`config.mk`:
```
export PLATFORM = sky130hd
export DESIGN_NAME = present80_dec_ks_flat
export DESIGN_NICKNAME = d
export VERILOG_FILES = /design/src/rtl/present80_dec_ks_if.sv /design/src/rtl/present80_dec_ks.sv /design/src/flat_wrapper.sv
export SDC_FILE = /design/constraint.sdc
export NUM_CORES = 1
export LEC_CHECK = 0
export ABC_CLOCK_PERIOD_IN_PS = 5050
export BUFFER_PORTS_ARGS = -buffer_cell sky130_fd_sc_hd__clkbuf_2
export CAP_MARGIN = 10
export CORE_MARGIN = 4
export CORE_UTILIZATION = 47
export CTS_BUF_LIST = sky130_fd_sc_hd__clkbuf_4
export DETAILED_ROUTE_END_ITERATION = 7
export GPL_ROUTABILITY_DRIVEN = 0
export PLACE_DENSITY = 0.78
export SLEW_MARGIN = 20
export SYNTH_ARGS = -nofsm -noshare
export SYNTH_HDL_FRONTEND = slang
export SYNTH_SLANG_ARGS = --single-unit
```
`constraint.sdc`:
```
create_clock -name clk -period 5.05 [get_ports clk]
set_input_delay 0.7575 -clock clk [delete_from_list [all_inputs] [get_ports clk]]
set_output_delay 0.7575 -clock clk [all_outputs]
set_load 0.05 [all_outputs]
```
`src/rtl/present80_dec_ks_if.sv`:
```
// Round-key handshake bundle between the PRESENT-80 decryption key schedule
// and its consumer; the key schedule uses the slave modport.
interface present80_dec_ks_if;
  logic        start;
  logic [0:79] key;
  logic        busy;
  logic        rk_vld;
  logic        rk_rdy;
  logic [0:63] rk;
  logic [0:5]  rk_num;
  logic        done;

  modport slave (
    input  start, key, rk_rdy,
    output busy, rk_vld, rk, rk_num, done
  );

  modport master (
    output start, key, rk_rdy,
    input  busy, rk_vld, rk, rk_num, done
  );
endinterface

```
`src/rtl/present80_dec_ks.sv`:
```
// PRESENT-80 decryption key schedule: runs the forward update to the last key
// state, then unwinds it with the inverse update, emitting K32 down to K1.
module present80_dec_ks #(
  parameter int NUPD = 31
) (
  input  logic                 clk,
  input  logic                 rst_n,
  present80_dec_ks_if.slave    bus
);

  typedef enum logic [1:0] {IDLE, FWD, OUT} state_t;

  localparam logic [4:0] CNT_LAST  = 5'(NUPD);
  localparam logic [5:0] NUM_FIRST = 6'(NUPD + 1);

  state_t      state_q, state_d;
  logic [0:79] key_q, key_d;
  logic [4:0]  cnt_q, cnt_d;
  logic [5:0]  num_q, num_d;
  logic        done_q, done_d;

  function automatic logic [3:0] sbox(input logic [3:0] x);
    case (x)
      4'h0: sbox = 4'hC;  4'h1: sbox = 4'h5;  4'h2: sbox = 4'h6;  4'h3: sbox = 4'hB;
      4'h4: sbox = 4'h9;  4'h5: sbox = 4'h0;  4'h6: sbox = 4'hA;  4'h7: sbox = 4'hD;
      4'h8: sbox = 4'h3;  4'h9: sbox = 4'hE;  4'hA: sbox = 4'hF;  4'hB: sbox = 4'h8;
      4'hC: sbox = 4'h4;  4'hD: sbox = 4'h7;  4'hE: sbox = 4'h1;  default: sbox = 4'h2;
    endcase
  endfunction

  function automatic logic [3:0] sbox_inv(input logic [3:0] x);
    case (x)
      4'h0: sbox_inv = 4'h5;  4'h1: sbox_inv = 4'hE;  4'h2: sbox_inv = 4'hF;  4'h3: sbox_inv = 4'h8;
      4'h4: sbox_inv = 4'hC;  4'h5: sbox_inv = 4'h1;  4'h6: sbox_inv = 4'h2;  4'h7: sbox_inv = 4'hD;
      4'h8: sbox_inv = 4'hB;  4'h9: sbox_inv = 4'h4;  4'hA: sbox_inv = 4'h6;  4'hB: sbox_inv = 4'h3;
      4'hC: sbox_inv = 4'h0;  4'hD: sbox_inv = 4'h7;  4'hE: sbox_inv = 4'h9;  default: sbox_inv = 4'hA;
    endcase
  endfunction

  // Bit 0 is the MSB throughout; the rotation is the usual left-by-61.
  function automatic logic [0:79] f_upd(input logic [0:79] k, input logic [4:0] c);
    logic [0:79] r;
    r        = {k[61:79], k[0:60]};
    r[0:3]   = sbox(r[0:3]);
    r[60:64] = r[60:64] ^ c;
    return r;
  endfunction

  // Exact inverse of f_upd for the same counter value.
  function automatic logic [0:79] g_upd(input logic [0:79] k, input logic [4:0] c);
    logic [0:79] t;
    t        = k;
    t[60:64] = t[60:64] ^ c;
    t[0:3]   = sbox_inv(t[0:3]);
    return {t[19:79], t[0:18]};
  endfunction

  always_ff @(posedge clk or negedge rst_n) begin
    if (!rst_n) begin
      state_q <= IDLE;
      key_q   <= '0;
      cnt_q   <= '0;
      num_q   <= '0;
      done_q  <= 1'b0;
    end else begin
      state_q <= state_d;
      key_q   <= key_d;
      cnt_q   <= cnt_d;
      num_q   <= num_d;
      done_q  <= done_d;
    end
  end

  always_comb begin
    state_d = state_q;
    key_d   = key_q;
    cnt_d   = cnt_q;
    num_d   = num_q;
    done_d  = 1'b0;
    case (state_q)
      IDLE: begin
        if (bus.start) begin
          key_d   = bus.key;
          cnt_d   = 5'd1;
          state_d = FWD;
        end
      end
      FWD: begin
        key_d = f_upd(key_q, cnt_q);
        if (cnt_q == CNT_LAST) begin
          state_d = OUT;
          num_d   = NUM_FIRST;
        end else begin
          cnt_d = cnt_q + 5'd1;
        end
      end
      OUT: begin
        if (bus.rk_rdy) begin
          // K1 is the master key itself, so the last handshake leaves the register alone.
          if (num_q == 6'd1) begin
            state_d = IDLE;
            done_d  = 1'b1;
            num_d   = '0;
          end else begin
            key_d = g_upd(key_q, cnt_q);
            cnt_d = cnt_q - 5'd1;
            num_d = num_q - 6'd1;
          end
        end
      end
      default: state_d = IDLE;
    endcase
  end

  assign bus.busy   = (state_q != IDLE);
  assign bus.rk_vld = (state_q == OUT);
  assign bus.rk     = key_q[0:63];
  assign bus.rk_num = num_q;
  assign bus.done   = done_q;

endmodule

```
`src/flat_wrapper.sv`:
```
// flat-port wrapper written by rule: the top's interface ports become plain ports
module present80_dec_ks_flat 
#(
  parameter int NUPD = 31
)
  (clk, rst_n, bus_start, bus_key, bus_rk_rdy, bus_busy, bus_rk_vld, bus_rk, bus_rk_num, bus_done);
  present80_dec_ks_if bus_i ();
  input  logic clk;
  input  logic rst_n;
  input wire logic [$bits(bus_i.start)-1:0] bus_start;
  input wire logic [$bits(bus_i.key)-1:0] bus_key;
  input wire logic [$bits(bus_i.rk_rdy)-1:0] bus_rk_rdy;
  output wire logic [$bits(bus_i.busy)-1:0] bus_busy;
  output wire logic [$bits(bus_i.rk_vld)-1:0] bus_rk_vld;
  output wire logic [$bits(bus_i.rk)-1:0] bus_rk;
  output wire logic [$bits(bus_i.rk_num)-1:0] bus_rk_num;
  output wire logic [$bits(bus_i.done)-1:0] bus_done;
  assign bus_i.start = bus_start;
  assign bus_i.key = bus_key;
  assign bus_i.rk_rdy = bus_rk_rdy;
  assign bus_busy = bus_i.busy;
  assign bus_rk_vld = bus_i.rk_vld;
  assign bus_rk = bus_i.rk;
  assign bus_rk_num = bus_i.rk_num;
  assign bus_done = bus_i.done;
  present80_dec_ks #(.NUPD(NUPD)) u_core (.clk(clk), .rst_n(rst_n), .bus(bus_i));
endmodule
```
==> results of run 1 <==
==> flip-flops by register name (all words and copies together) (netlist names) <==
name	flops
u_core.bus.done	1
u_core.cnt_q	5
u_core.key_q	80
u_core.state_q	2
u_core.bus.rk_num	6
==> Yosys cell counts (all sizes together) (2+ instances only) <==
library cell	n
or4	2
mux4	4
a21o	2
ha	21
nand3	5
dfrtp	94
o31ai	7
o21ai	158
nor2b	2
nand2b	5
xor2	2
inv	21
nor3	3
nand2	169
buf	92
o211ai	8
o221ai	2
a21oi	12
a22oi	66
or3	2
a211oi	3
a22o	2
nor3b	2
clkbuf	32
nor2	21
xnor2	13
mux2i	2
==> power by group through the flow <==
stage | sequential, mW | clock (mW) | combinational, mW
final | 1.61 | 0.388 | 2.89
after global routing | 1.67 | 0.424 | 3.20
after CTS | 1.61 | 0.398 | 2.91
after detailed placement | 1.63 | 0 | 2.90
after global placement | 1.62 | 0 | 2.85
after floorplan | 1.40 | 0 | 2.77
==> metal layers <==
layer / up-vias / part of all wire, %
li1: 2694 / -
met1: 2588 / 43
met2: 197 / 48
met3: 21 / 7.2
met4: 0 / 2.2
met5: - / 0
==> cell usage in the layout (no fill, tap or decap), types with 5 or more instances in the layout <==
cell type	instances
a21oi_1	12
a22oi_1	66
buf_4	7
clkbuf_2	155
clkbuf_4	13
dfrtp_1	94
ha_1	18
inv_1	21
nand2_1	169
nand2b_1	5
nand3_1	5
nor2_1	20
o211ai_1	8
o21ai_0	158
o31ai_1	7
xnor2_1	13
==> final cells by class <==
class	count	area, um^2	area share, %
diodes	1	2.50	0.0377
clock buffers	13	97.6	1.47
clock inverters	3	21.3	0.320
inverters	21	78.8	1.19
multi-input cells	528	3040	45.8
flip-flops and latches	94	2350	35.4
well taps	172	215	3.24
repair buffers	162	828	12.5
==> kinds of logic after synthesis <==
group                      after synthesis  synth area share, %
AOI/OAI and AO/OA                      269                 26.2
adders and majority gates               21                 4.24
DFF                                     94                 38.0
xor gates and xnor gates                15                 2.12
muxes                                    7                 1.96
and+or+nand+nor                        216                 14.3
buffers and inverters                  145                 13.2
==> path summary, 6_finish.rpt <==
path                                                    endpoint  cells past startpoint  slack, ns                           from
worst max register to register  u_core.bus.rk_num[1]$_DFFE_PN0P_                      8       2.24  u_core.state_q[0]$_DFFE_PN0P_
max in group asynchronous           u_core.key_q[26]$_DFFE_PN0P_                      2       3.73                          rst_n
worst min-delay path                u_core.key_q[62]$_DFFE_PN0P_                      1       0.33                          rst_n
worst max-delay path            u_core.bus.rk_num[1]$_DFFE_PN0P_                      8       2.24  u_core.state_q[0]$_DFFE_PN0P_
worst min register to register      u_core.key_q[72]$_DFFE_PN0P_                      2       0.54   u_core.key_q[72]$_DFFE_PN0P_
min in group clk                     u_core.key_q[2]$_DFFE_PN0P_                      3       0.53                    bus_key[77]
==> summary.txt, run 1 <==
Die ar.: 0.0151 mm^2
core footprint: 0.0128 mm^2
Seq/Total Area, Yosys: 38.0%
CTS tree: built
Clock transition at path regs: 0.14 ns
Pint: 2.11 mW
Setup Viol. Count Final: 0
Pwr Density: 736 mW/mm^2
Hold Crit Class: in -> async
Post-synth ARST share: 100%
Worst slew margin: 33.5%
Post-CTS Setup Bufs: 0
met1 usage: 31.0%
Row Count: 41
EDFF count, synth: 0
global-route wire length before repair: 26300 um
part of the cycle the worst path needs: 55.6%
Iter 0 DRT Violations: 386
worst setup path class: reg -> reg
final-report max-slew violation count: 0
net count after synthesis: 872
vias in the first global route: 5076
largest net degree at the start of global routing: 116
Power, Total: 4.89 mW
WL final: 16200 um
Setup crit end kind: flop
fillcell total: 1241
CP required: 5.47 ns
CTS sink count: 94
ANT nets after route: 0
Worst Max-Slew Pin Slew: 0.997 ns
Peak VDD IR: 0.315 mV
Die W: 123 um
Congestion Overflow GR: 0
clk_skew: 0.0213 ns
layout net count: 921
area share of the largest cell type after synthesis: 38.0%
Startpoint Class: flop
fin crit period: 2.81 ns
CTS root buffer: clkbuf_4
final std cells w/o fill: 994
FF+latch count, synth: 94
met2 Usage GRT: 33.9%
status: completed
HPWL after detailed placement: 11300 um
Synth cell types: 48
switching power share of the total: 56.8%
fmax: 356 MHz
placed cells: 977
ys flop type: dfrtp_1
CP max-delay cell: buf_4
Synth Cell Area: 0.00620 mm^2
crit-path cells: inv_1 -> ha_2 -> buf_4 -> inv_1 -> a21oi_1 -> nand2_1 -> or4_1 -> nand3_1
DR vias/cell: 5.53
crit path buf inv count: 3
overall global routing resource usage: 22.0%
synth warn: 0
Post-CTS Hold Fix Bufs: 0
Clock power frac: 7.9%
DR pass1 iterations: 5
maxcap violations: 0
H-tree levels: 3
Final Util: 52.0%
cts bufs inserted: 9
Die Y: 123 um
Most Used Layer, Global Route: met2
grt met3 use: 3.78%
NetSw: 2.77 mW
Cell Area, Placed: 0.00652 mm^2
sequential group share of total power: 33.0%
final hold vios: 0
Pleak: 3.07 nW
I/O pins: 157
setup tns final: 0 ns
CP Data Arrival Time: 3.23 ns
Hold WS: 0.328 ns
Post-Syn Instances: 767
detailed-route DRC error count: 0
crit path max fanout: 78
design area: 0.00664 mm^2
RSZ-0062 raised after global routing: false
post-CTS sizing: 0
worst setup margin: 2.24 ns
routed len/inst: 16.3 um
initial antenna violation count: 1
number of port buffers: 156
area delta synth->final: 7.17%
Comb power frac: 59.0%
Initial Util: 48.5%
CP top delay family: buffers and inverters
pre-CTS setup slack: 2.23 ns
worst skew pair latency: 0.48 ns
Worst path max stage delay: 0.65 ns
cell taking the most area after synthesis: dfrtp_1
Avg Inst Size Synth: 8.08 um^2
clock buffer depth: 2
CP dominant cell by count: inv_1
via count: 5500
fraction of layout cells with a size suffix above 1: 23.4%
ranking of synthesized cells by area: dfrtp_1 38%, o21ai_0 13%, nand2_1 10%
Power figures use the tool's default switching activity.
==> inputs of run 2 (changes only) <==
--- a/config.mk
+++ b/config.mk
@@ -5,7 +5,7 @@
 export SDC_FILE = /design/constraint.sdc
 export NUM_CORES = 1
 export LEC_CHECK = 0
-export ABC_CLOCK_PERIOD_IN_PS = 5050
+export ABC_CLOCK_PERIOD_IN_PS = 2600
 export BUFFER_PORTS_ARGS = -buffer_cell sky130_fd_sc_hd__clkbuf_2
 export CAP_MARGIN = 10
 export CORE_MARGIN = 4
==> constraint.sdc (replaced) <==
create_clock -name clk -period 2.6 [get_ports clk]
set_input_delay 0.39 -clock clk [delete_from_list [all_inputs] [get_ports clk]]
set_output_delay 0.39 -clock clk [all_outputs]
set_load 0.05 [all_outputs]
==> run 2 against run 1 <==
  * Register-to-register slack lost 2.0 ns
  * Sequential power up 94%
  * First-iteration DRC count is 2.1% higher
  * Global-route usage down 0.21 points
  * Largest cell class unchanged
  * Largest power group unchanged
==> summary.txt, run 2 (synthesis results as in run 1) <==
Iter 0 DRT Violations: 394 (was 386)
Congestion Overflow GR: 0 (unchanged)
layout net count: 933 (was 921)
Die W: 123 um (unchanged)
HPWL after detailed placement: 11800 um (was 11300 um)
Initial Util: 48.5% (unchanged)
CP max-delay cell: ha_1 (was buf_4)
core footprint: 0.0128 mm^2 (unchanged)
fillcell total: 1181 (was 1241)
DR vias/cell: 5.45 (was 5.53)
CP Data Arrival Time: 2.74 ns (was 3.23 ns)
CP required: 2.99 ns (was 5.47 ns)
Worst slew margin: 65.1% (was 33.5%)
Post-CTS Hold Fix Bufs: 1 (was 0)
clock buffer depth: 2 (unchanged)
largest reg by FF count: u_core.key_q (unchanged)
Pleak: 3.16 nW (was 3.07 nW)
Die Y: 123 um (unchanged)
Die ar.: 0.0151 mm^2 (unchanged)
worst setup path class: reg -> reg (unchanged)
cts bufs inserted: 9 (unchanged)
CTS tree: built (unchanged)
fin crit period: 2.34 ns (was 2.81 ns)
H-tree levels: 3 (unchanged)
final std cells w/o fill: 1005 (was 994)
status: completed (unchanged)
RSZ-0062 raised after global routing: false (unchanged)
Clock transition at path regs: 0.13 ns (was 0.14 ns)
part of the cycle the worst path needs: 90.1% (was 55.6%)
max FFs per register: 80 (unchanged)
I/O pins: 157 (unchanged)
area delta synth->final: 10.3% (was 7.17%)
DR pass1 iterations: 5 (unchanged)
CP dominant cell by count: ha_1 (was inv_1)
Hold Crit Class: in -> reg (was in -> async)
commonest non-fill, non-tap cells in the layout: 169 x nand2_1, 158 x o21ai_0, 155 x clkbuf_2 (unchanged)
global-route wire length before repair: 26000 um (was 26300 um)
largest net degree at the start of global routing: 63 (was 116)
Startpoint Class: flop (unchanged)
worst setup margin: 0.256 ns (was 2.24 ns)
Power, Total: 9.80 mW (was 4.89 mW)
initial antenna violation count: 1 (unchanged)
design area: 0.00683 mm^2 (was 0.00664 mm^2)
Hold WS: 0.199 ns (was 0.328 ns)
pre-CTS setup slack: 0.301 ns (was 2.23 ns)
Post-CTS Setup Bufs: 0 (unchanged)
detailed-route DRC error count: 0 (unchanged)
Setup Viol. Count Final: 0 (unchanged)
Row Count: 41 (unchanged)
maxcap violations: 0 (unchanged)
routed len/inst: 16.4 um (was 16.3 um)
R2R depth: 9 (was 8)
clk_skew: 0.0128 ns (was 0.0213 ns)
overall global routing resource usage: 21.8% (was 22.0%)
via count: 5481 (was 5500)
ANT nets after route: 0 (unchanged)
Worst path max stage delay: 0.49 ns (was 0.65 ns)
crit path max fanout: 14 (was 78)
Final Util: 53.5% (was 52.0%)
Worst Max-Slew Pin Slew: 0.524 ns (was 0.997 ns)
Peak VDD IR: 0.819 mV (was 0.315 mV)
WL final: 16500 um (was 16200 um)
Setup crit end kind: flop (unchanged)
post-CTS sizing: 0 (unchanged)
crit-path cells: inv_1 -> ha_1 -> xor2_1 -> ha_1 -> a21oi_1 -> nand3_1 -> nand4_1 -> nor4bb_1 -> a211o_1 (was inv_1 -> ha_2 -> buf_4 -> inv_1 -> a21oi_1 -> nand2_1 -> or4_1 -> nand3_1)
final hold vios: 0 (unchanged)
worst skew pair latency: 0.45 ns (was 0.48 ns)
placed cells: 988 (was 977)
Cell Area, Placed: 0.00666 mm^2 (was 0.00652 mm^2)
setup tns final: 0 ns (unchanged)
CTS root buffer: clkbuf_4 (unchanged)
CTS sink count: 94 (unchanged)
commonest non-fill, non-tap cell in the layout: nand2_1 (unchanged)
Pwr Density: 1430 mW/mm^2 (was 736 mW/mm^2)
vias in the first global route: 4994 (was 5076)
number of port buffers: 156 (unchanged)
final-report max-slew violation count: 0 (unchanged)
fmax: 427 MHz (was 356 MHz)
fraction of layout cells with a size suffix above 1: 24.2% (was 23.4%)
Hold Crit Depth: 3
==> run 2: changes by cell type in the layout (fill, tap and decap cells not counted), moves of 2 or more <==
cell       delta
clkbuf_4      -2
bufinv_16     +2
buf_4         +6
buf_12        +5
==> run 2: final timing paths <==
check	end	slack (ns)	from
min reg2reg	u_core.key_q[66]$_DFFE_PN0P_	0.54	u_core.key_q[66]$_DFFE_PN0P_
min in group asynchronous	u_core.bus.done$_DFF_PN0_	0.36	rst_n
max	u_core.cnt_q[4]$_DFFE_PN0P_	0.26	u_core.state_q[0]$_DFFE_PN0P_
min	u_core.key_q[63]$_DFFE_PN0P_	0.20	bus_key[16]
max reg2reg	u_core.cnt_q[4]$_DFFE_PN0P_	0.26	u_core.state_q[0]$_DFFE_PN0P_
max in group asynchronous	u_core.key_q[6]$_DFFE_PN0P_	1.56	rst_n
==> run 2: cell type report <==
type | instances | area, um^2 | area share, %
Tap cell | 172 | 215 | 3.15
Sequential cell | 94 | 2350 | 34.4
Inverter | 21 | 78.8 | 1.15
Antenna cell | 1 | 2.50 | 0.0366
Multi-Input combinational cell | 528 | 3040 | 44.6
Clock inverter | 4 | 72.6 | 1.06
Clock buffer | 11 | 82.6 | 1.21
Timing Repair Buffer | 174 | 983 | 14.4
==> run 2: power breakdown <==
| part | switching [mW] | leakage [nW] | internal, mW |
|---|---|---|---|
| registers | 0.994 | 1.16 | 2.14 |
| clock network | 0.486 | 0.0846 | 0.406 |
| logic | 3.94 | 1.92 | 1.83 |
| total | 5.42 | 3.16 | 4.37 |
==> run 2: critical path, delay by kind of cell (launching register included) <==
kind | cells | cell delay [ns]
fa+ha+maj | 2 | 0.71
xor+xnor | 1 | 0.13
simple gates | 3 | 0.50
compound gates | 2 | 0.33
buf+inv | 1 | 0.18
flops | 1 | 0.44
==> run 2: metal layers <==
layer	part of all wire, %	vias up	GRT usage (%)
met5	0.073	-	0
met4	1.5	2	6.51
li1	-	2719	-
met3	5.7	20	3.50
met2	48	158	34.7
met1	45	2582	30.5
